--- src/rtl/sdram_arbiter_pkg.sv ---
// ============================================================================
//  Module  : sdram_arbiter_pkg
//  Brief   : Sequencer states and grant codes shared by the SDRAM arbiter.
//  Rev     : 1.0  initial release
// ============================================================================
`default_nettype none

package sdram_arbiter_pkg;

    localparam logic [1:0] sWAIT = 2'd0;
    localparam logic [1:0] sIDLE = 2'd1;
    localparam logic [1:0] sSLOT = 2'd2;

    typedef logic [1:0] grant_t;

    localparam grant_t gCPU  = 2'd0;
    localparam grant_t gVID  = 2'd1;
    localparam grant_t gRFSH = 2'd2;

endpackage

`default_nettype wire

--- src/rtl/sdram_rfsh_timer.sv ---
// ============================================================================
//  Module  : sdram_rfsh_timer
//  Brief   : Free-running refresh period counter with a single pending flag.
//  Rev     : 1.0  initial release
// ============================================================================
`default_nettype none

module sdram_rfsh_timer #(
    parameter int PERIOD = 780
) (
    input  logic clock,
    input  logic reset,
    input  logic clr,
    output logic pend
);

    localparam int CW = $clog2(PERIOD);

    logic [CW-1:0] r_cnt;
    logic          r_pend;

    // An expiry while already pending collapses into the same flag; a new
    // expiry beats a simultaneous clear so no period is lost.
    always_ff @(posedge clock or posedge reset) begin
        if (reset) begin
            r_cnt  <= '0;
            r_pend <= 1'b0;
        end else if (r_cnt == CW'(PERIOD - 1)) begin
            r_cnt  <= '0;
            r_pend <= 1'b1;
        end else begin
            r_cnt <= r_cnt + 1'b1;
            if (clr) begin
                r_pend <= 1'b0;
            end
        end
    end

    assign pend = r_pend;

endmodule

`default_nettype wire

--- src/rtl/sdram_arbiter.sv ---
// ============================================================================
//  Module  : sdram_arbiter
//  Brief   : Shares one SDRAM controller between CPU and video fetch using
//            fixed-length access slots; optional auto-refresh scheduling
//            enabled by defining SDRAM_ARB_RFSH_EN.
//  Rev     : 1.0  initial release
// ============================================================================
`default_nettype none

module sdram_arbiter
    import sdram_arbiter_pkg::*;
#(
    parameter int SLOT_CYCLES = 12,
    parameter int CMD_HOLD    = 2
`ifdef SDRAM_ARB_RFSH_EN
   ,parameter int RFSH_PERIOD = 780
`endif
) (
    input  logic        clock,
    input  logic        reset,
    input  logic        cpu_req,
    input  logic        cpu_we,
    input  logic [21:0] cpu_a,
    input  logic [15:0] cpu_d,
    output logic [15:0] cpu_q,
    output logic        cpu_ack,
    input  logic        vid_req,
    input  logic [21:0] vid_a,
    output logic [15:0] vid_q,
    output logic        vid_ack,
    input  logic        mem_ready,
    output logic [21:0] mem_a,
    output logic [15:0] mem_d,
    input  logic [15:0] mem_q,
    output logic        mem_rd,
    output logic        mem_wr,
    output logic        mem_rfsh,
    output logic        busy
);

    localparam int CW = $clog2(SLOT_CYCLES);

    logic [1:0]    r_state;
    logic [CW-1:0] r_cnt;
    grant_t        r_gnt;
    logic          r_last_vid;
    logic          r_we;
    logic          r_busy;
    logic          r_rd;
    logic          r_wr;
    logic          r_rfsh_n;
    logic [15:0]   r_cpu_q;
    logic [15:0]   r_vid_q;
    logic          r_cpu_ack;
    logic          r_vid_ack;
    logic [21:0]   r_mem_a;
    logic [15:0]   r_mem_d;

    logic          w_rfsh_pend;
    logic          w_grant;
    grant_t        w_sel;

`ifdef SDRAM_ARB_RFSH_EN
    logic w_rfsh_clr;

    assign w_rfsh_clr = w_grant && (w_sel == gRFSH);

    sdram_rfsh_timer #(
        .PERIOD (RFSH_PERIOD)
    ) u_rfsh_timer (
        .clock  (clock),
        .reset  (reset),
        .clr    (w_rfsh_clr),
        .pend   (w_rfsh_pend)
    );
`else
    assign w_rfsh_pend = 1'b0;
`endif

    // Last-port memory only tracks CPU/video grants, so a refresh slot in
    // between does not reset the alternation.
    always_comb begin
        w_grant = 1'b0;
        w_sel   = gCPU;
        if (r_state == sIDLE) begin
            if (w_rfsh_pend) begin
                w_grant = 1'b1;
                w_sel   = gRFSH;
            end else if (cpu_req && (r_last_vid || !vid_req)) begin
                w_grant = 1'b1;
                w_sel   = gCPU;
            end else if (vid_req) begin
                w_grant = 1'b1;
                w_sel   = gVID;
            end
        end
    end

    always_ff @(posedge clock or posedge reset) begin
        if (reset) begin
            r_state    <= sWAIT;
            r_cnt      <= '0;
            r_gnt      <= gCPU;
            r_last_vid <= 1'b0;
            r_we       <= 1'b0;
            r_busy     <= 1'b1;
            r_rd       <= 1'b0;
            r_wr       <= 1'b0;
            r_rfsh_n   <= 1'b1;
            r_cpu_q    <= '0;
            r_vid_q    <= '0;
            r_cpu_ack  <= 1'b0;
            r_vid_ack  <= 1'b0;
            r_mem_a    <= '0;
            r_mem_d    <= '0;
        end else begin
            r_cpu_ack <= 1'b0;
            r_vid_ack <= 1'b0;
            case (r_state)
                sWAIT: begin
                    // One idle slot after init lets an access cut off by reset drain.
                    if (!mem_ready) begin
                        r_cnt <= '0;
                    end else if (r_cnt == CW'(SLOT_CYCLES - 1)) begin
                        r_cnt   <= '0;
                        r_state <= sIDLE;
                        r_busy  <= 1'b0;
                    end else begin
                        r_cnt <= r_cnt + 1'b1;
                    end
                end
                sIDLE: begin
                    r_busy <= w_grant;
                    if (w_grant) begin
                        r_state <= sSLOT;
                        r_cnt   <= '0;
                        r_gnt   <= w_sel;
                        case (w_sel)
                            gCPU: begin
                                r_mem_a    <= cpu_a;
                                r_mem_d    <= cpu_d;
                                r_we       <= cpu_we;
                                r_rd       <= !cpu_we;
                                r_wr       <= cpu_we;
                                r_last_vid <= 1'b0;
                            end
                            gVID: begin
                                r_mem_a    <= vid_a;
                                r_we       <= 1'b0;
                                r_rd       <= 1'b1;
                                r_last_vid <= 1'b1;
                            end
                            default: begin
                                r_we     <= 1'b0;
                                r_rfsh_n <= 1'b0;
                            end
                        endcase
                    end
                end
                sSLOT: begin
                    r_cnt <= r_cnt + 1'b1;
                    if (r_cnt == CW'(CMD_HOLD - 1)) begin
                        r_rd     <= 1'b0;
                        r_wr     <= 1'b0;
                        r_rfsh_n <= 1'b1;
                    end
                    if (r_cnt == CW'(SLOT_CYCLES - 1)) begin
                        r_cnt   <= '0;
                        r_state <= sIDLE;
                        if (r_gnt == gCPU) begin
                            r_cpu_ack <= 1'b1;
                            if (!r_we) begin
                                r_cpu_q <= mem_q;
                            end
                        end else if (r_gnt == gVID) begin
                            r_vid_ack <= 1'b1;
                            r_vid_q   <= mem_q;
                        end
                    end
                end
                default: begin
                    r_state <= sWAIT;
                    r_cnt   <= '0;
                end
            endcase
        end
    end

    assign cpu_q    = r_cpu_q;
    assign cpu_ack  = r_cpu_ack;
    assign vid_q    = r_vid_q;
    assign vid_ack  = r_vid_ack;
    assign mem_a    = r_mem_a;
    assign mem_d    = r_mem_d;
    assign mem_rd   = r_rd;
    assign mem_wr   = r_wr;
    assign mem_rfsh = r_rfsh_n;
    assign busy     = r_busy;

endmodule

`default_nettype wire

--- config.mk ---
export PLATFORM = sky130hd
export DESIGN_NAME = sdram_arbiter
export DESIGN_NICKNAME = d
export VERILOG_FILES = /design/src/rtl/sdram_arbiter_pkg.sv /design/src/rtl/sdram_rfsh_timer.sv /design/src/rtl/sdram_arbiter.sv
export SDC_FILE = /design/constraint.sdc
export NUM_CORES = 1
export LEC_CHECK = 0
export CAP_MARGIN = 20
export CORE_ASPECT_RATIO = 0.9
export CORE_MARGIN = 5
export CORE_UTILIZATION = 39
export CTS_BUF_LIST = sky130_fd_sc_hd__clkbuf_8
export CTS_CLUSTER_SIZE = 8
export DETAILED_ROUTE_END_ITERATION = 12
export PLACE_DENSITY_LB_ADDON = 0.2
export SYNTH_ARGS = -nofsm -noshare
export SYNTH_HDL_FRONTEND = slang
export SYNTH_SLANG_ARGS = --single-unit
--- constraint.sdc ---
create_clock -name clock -period 3.4 [get_ports clock]
set_input_delay 0.85 -clock clock [delete_from_list [all_inputs] [get_ports clock]]
set_output_delay 0.85 -clock clock [all_outputs]
set_load 0.005 [all_outputs]
==> results of run 1 <==
==> where the power goes <==
| group | total, mW | internal (mW) | leakage [nW] | switching, mW |
|---|---|---|---|---|
| Combinational | 1.26 | 0.849 | 1.19 | 0.414 |
| Clock | 0.721 | 0.343 | 0.0958 | 0.378 |
| Sequential | 1.56 | 1.34 | 1.13 | 0.218 |
| Total | 3.54 | 2.53 | 2.42 | 1.01 |
==> state kept, by name (all words and copies together), names as in the netlist, 2 cells and up <==
name	count
r_state	2
vid_q	16
r_cnt	4
cpu_q	16
mem_d	16
mem_a	22
==> cell type report <==
cell class	count	area (um2)	area share, %
Clock buffer	9	124	2.25
Tap cell	122	153	2.77
Timing Repair Buffer	165	1640	29.8
Clock inverter	7	76.3	1.39
Multi-Input combinational cell	160	1310	23.8
Sequential cell	84	2100	38.2
Inverter	26	98.8	1.79
==> cell usage in the layout, fill, tap and decap left out, types with 2 or more instances in the layout <==
cell type	count
clkdlybuf4s50_1	157
ha_1	2
clkinvlp_4	2
o21ai_0	26
clkinv_2	2
nor4b_4	2
a31oi_1	2
buf_4	7
nand3_1	25
o311ai_1	3
dfrtp_1	82
inv_1	25
mux2_2	48
dfstp_2	2
o311ai_0	19
and3b_1	2
nand2_1	2
nor2_1	4
nand2b_1	2
clkbuf_8	9
o21bai_1	3
clkinv_4	2
==> stage by stage <==
step           power [mW]  utilization [%]  instances  hold WS [ns]  setup slack [ns]
2_1_floorplan        2.01                -        288         0.453             0.388
3_3_place_gp         2.81             58.7        557         0.458             0.861
3_5_place_dp         2.86             58.7        557         0.474             0.756
4_1_cts              3.59             60.9        573         0.486              1.14
5_1_grt              3.76             60.9        573         0.504             0.970
6_report             3.54             60.9        573         0.484              1.14
==> cell families (layout without fill, tap and decap cells) <==
| group | after synthesis | after routing | synth area share [%] |
|---|---|---|---|
| simple gates | 45 | 45 | 7.97 |
| flops | 84 | 84 | 58.5 |
| fa+ha+maj | 2 | 2 | 0.696 |
| buf+inv | 44 | 207 | 5.08 |
| mux | 48 | 48 | 15.0 |
| compound gates | 65 | 65 | 12.7 |
==> per-layer routing <==
metal	vias to the layer above	share of wire, %	wire [um]	global-route usage [%]
met5	-	0	0	0
met4	0	1.6	149	5.43
met3	16	5.2	502	4.26
met2	116	50	4830	29.5
met1	1440	43	4110	21.5
li1	1364	-	-	-
==> worst register-to-register path, stage by stage (launching register included) <==
cell	delay, ns
dfrtp_1	0.45
ha_1	0.27
nand2_1	0.17
nor4b_4	0.25
buf_4	0.30
mux2_2	0.38
==> worst paths after layout <==
path                             end  cells after the start  startpoint
max in group asynchronous       busy                      3       reset
min                             busy                      2        busy
min in group asynchronous    vid_ack                      2       reset
max                         mem_a[7]                      4     vid_req
max reg2reg                vid_q[12]                      5    r_cnt[0]
min reg2reg                     busy                      2        busy
==> flow_summary.ini, run 1 <==
[critical_path]
max_stage_delay_ns = 0.64
path_class = in -> reg
setup.reg_to_reg.worst_slack_ns = 1.46
crit_buf_inv = 1
crit_family = simple AND/OR/NAND/NOR gates
worstSetupEndpointType = flip-flop
worst-path-max-fanout = 23
worstPathArrival_ns = 2.44
path_cells = clkdlybuf4s50_1 -> and3b_1 -> and2_1 -> o311ai_0
worstPathRequired_ns = 3.58
startpoint_type = input port
cpMaxStageDelayCell = and2_1

[finish]
drive_gt1_share_pct = 18.0
num_antenna_cells = 0
n_fill_cell = 771
num-nets-final = 530
finish.instance_area_mm2 = 0.00551
area_delta_synth_final_pct = 53.2

[floorplanning]
initial_utilization_pct = 39.8
rows = 33
dieHeight_um = 101
dieWidth_um = 111
core_mm2 = 0.00904
ios = 158
dieArea_mm2 = 0.0112

[sta]
fin_crit_sh_pct = 66.5
finalHoldViolations = 0
worst_slew_pin_slew_ns = 0.837
drv_slew = 0
fin_worst_skew_ns = 0.0117
rsz0062_at_grt = no
final.min_clock_period_ns = 2.26
clock.fmax_mhz = 442
slew_headroom_pct = 44.2
setup_viol = 0
fin_setup_tns_ns = 0

[grt]
gr-total-overflow = 0
antenna_found_initial = 0
grt_pass1_vias = 3153
grtUsageTotal_pct = 17.2
grt_max_degree = 50
grt_pass1_wl_um = 15600

[logic_synthesis]
syn_avg_cell_area_um2 = 12.5
synth_flop_cell = dfrtp_1
yosysTopAreaCell = dfrtp_1
ys_seq_area_share_pct = 58.5
synth_async_sr_flop_share_pct = 100
netlist_top_cells_count = dfrtp_1 (82), mux2_2 (48), inv_1 (26), o21ai_0 (26), nand3_1 (25)
synthCells = 288
yosys.area.top_type_share_pct = 57.1
netlist_area_mm2 = 0.00360
yosys_warnings = 0
synth_nets = 372
ys_top_cells_by_area = dfrtp_1 (57%), mux2_2 (15%), o311ai_0 (4.6%), o21ai_0 (3.6%), nand3_1 (3.5%)
ys_types = 40
synth_most_common_cell = dfrtp_1
ys_ff_latch = 84
synth-edff-count = 0

[clock_network]
clkLatencyLatePin_ns = 0.34
cts_made_buffers = 9
cts_tree = done
cts.path.max_buffers = 2
htreeDepth = 3
path_clk_slew_ns = 0.08
cts.sinks = 84
post_cts_buffers = 0
cts_root_buf = clkbuf_8
cts_resized = 0
hold_buffers = 0

[placement]
placed_area_mm2 = 0.00531
gp_congestion = 0.756
portBuffers = 157
hpwl_um = 6910

[route]
drt_pre_antenna_iters = 4
wl_per_cell_um = 16.7
drc = 0
routed_wl_um = 9600
vias = 2936
drtIter0Drc = 117
via_per_inst = 5.12
ant_nets = 0

[outcome]
status = completed

[pwr]
pwr_density_cell_mw_per_mm2 = 642
p_leak_nw = 2.42
peakVddDrop_mv = 0.262

[min_path]
hp-class = reg -> reg

[run]
drv_cap = 0
Note: power is estimated with default switching activity, not from simulation.
==> run 2, diff against run 1 <==
==> constraint.sdc (replaced) <==
create_clock -name clock -period 1.8 [get_ports clock]
set_input_delay 0.45 -clock clock [delete_from_list [all_inputs] [get_ports clock]]
set_output_delay 0.45 -clock clock [all_outputs]
set_load 0.005 [all_outputs]
==> flow_summary.ini, run 2 (synthesized netlist as in run 1, its figures left out) <==
[outcome]
status = completed

[run]
drv_cap = 0

[floorplanning]
initial_utilization_pct = 39.8
ios = 158
dieWidth_um = 111
rows = 33
dieArea_mm2 = 0.0112
dieHeight_um = 101
core_mm2 = 0.00904

[route]
wl_met2_um = 4790
drtIter0Drc = 150
via_per_inst = 5.05
drt_pre_antenna_iters = 4
met1Wirelength_um = 4020
wl_met3_um = 549
ant_nets = 0
drc = 0
wl_per_cell_um = 16.3
routed_wl_um = 9540
vias = 2950
top_layer = met4

[grt]
grtUsageTotal_pct = 17.3
antenna_found_initial = 0
grt_pass1_vias = 3140
gr-total-overflow = 0
grt_max_degree = 59
grt_pass1_wl_um = 15700

[critical_path]
reg2regPathDepth = 5
worstPathRequired_ns = 2.03
worstSetupEndpointType = flip-flop
startpoint_type = flip-flop
worstPathArrival_ns = 1.93
path_class = reg -> reg
worst-path-max-fanout = 17

[placement]
hpwl_um = 7110
portBuffers = 157
placed_area_mm2 = 0.00546
dp.cells = 568
gp_congestion = 0.758
post-place-ws_ns = -0.177

[sta]
drv_slew = 0
slew_headroom_pct = 75.7
fin_worst_skew_ns = 0.0116
worst_slew_pin_slew_ns = 0.360
rsz0062_at_grt = no
clock.fmax_mhz = 589
fin_crit_sh_pct = 94.3
final.min_clock_period_ns = 1.70
setup_viol = 0
finalHoldViolations = 0
fin_hold_ws_ns = 0.469
layout_setup_ws_ns = 0.102

[clock_network]
cts.sinks = 84
hold_buffers = 0
cts_made_buffers = 9
cts_tree = done
cts.path.max_buffers = 2
post_cts_buffers = 0
htreeDepth = 3
cts_resized = 2
path_clk_slew_ns = 0.09
clkLatencyLatePin_ns = 0.35
cts_root_buf = clkbuf_8

[finish]
finish.instance_area_mm2 = 0.00567
stdcell_count = 584
area_delta_synth_final_pct = 57.7
num-nets-final = 541
drive_gt1_share_pct = 20.3
final_cell_mix = clkdlybuf4s50_1 (155), dfrtp_1 (82), mux2_2 (48)
layout_commonest_cell = clkdlybuf4s50_1
largest_reg_flops = 22
num_antenna_cells = 0

[min_path]
hp-class = reg -> reg
hold_depth = 2

[pwr]
finalPower_mw = 6.76
peakVddDrop_mv = 0.603
p_leak_nw = 2.49
pwr_density_cell_mw_per_mm2 = 1190
run 2: cell types whose count changed in the layout (fill, tap and decap cells not counted), sizes merged:
| cell | previous run | this run |
|---|---|---|
| buf | 8 | 19 |
| clkbuf | 9 | 10 |
| clkdlybuf4s50 | 157 | 155 |
| clkinv | 4 | 1 |
| clkinvlp | 2 | 4 |
| dlygate4sd2 | 0 | 2 |
run 2: stage by stage:
step                utilization [%]  TNS, ns
floorplan                         -        0
global placement               60.4   -0.741
detailed placement             60.4    -2.42
CTS                            62.7        0
global route                   62.7        0
finish                         62.7        0
run 2: path summary, 6_finish.rpt:
path	start	end	slack (ns)
worst min-delay path	busy	busy	0.47
worst max-delay path	r_cnt[1]	vid_q[9]	0.10
worst max register to register	r_cnt[1]	vid_q[9]	0.10
worst min register to register	busy	busy	0.47
max in group asynchronous	reset	busy	0.97
min in group asynchronous	reset	mem_d[10]	0.53
run 2: where the power goes:
group | switching (mW) | internal (mW) | total, mW
Combinational | 0.832 | 1.64 | 2.47
Sequential | 0.372 | 2.53 | 2.90
Clock | 0.698 | 0.691 | 1.39
run 2: layout make-up:
class / instances / area [um2]
tap: 122 / 153
timing repair buffer: 176 / 1770
inverter: 26 / 101
clock buffer: 10 / 138
sequential: 84 / 2100
multi-input combinational: 160 / 1330
fill: 721 / 3370
clock inverter: 6 / 72.6
run 2: layer usage:
layer  GRT usage (%)  vias up
met3            4.86       18
li1                -     1386
met5               0        -
met2            28.6       93
met4            5.52        0
met1            22.2     1453
run 2: critical path, stage by stage, from the launching register on:
cell     delay, ns
dfrtp_1       0.45
ha_4          0.20
nand2_4       0.07
nor4b_4       0.31
buf_12        0.20
mux2_2        0.35
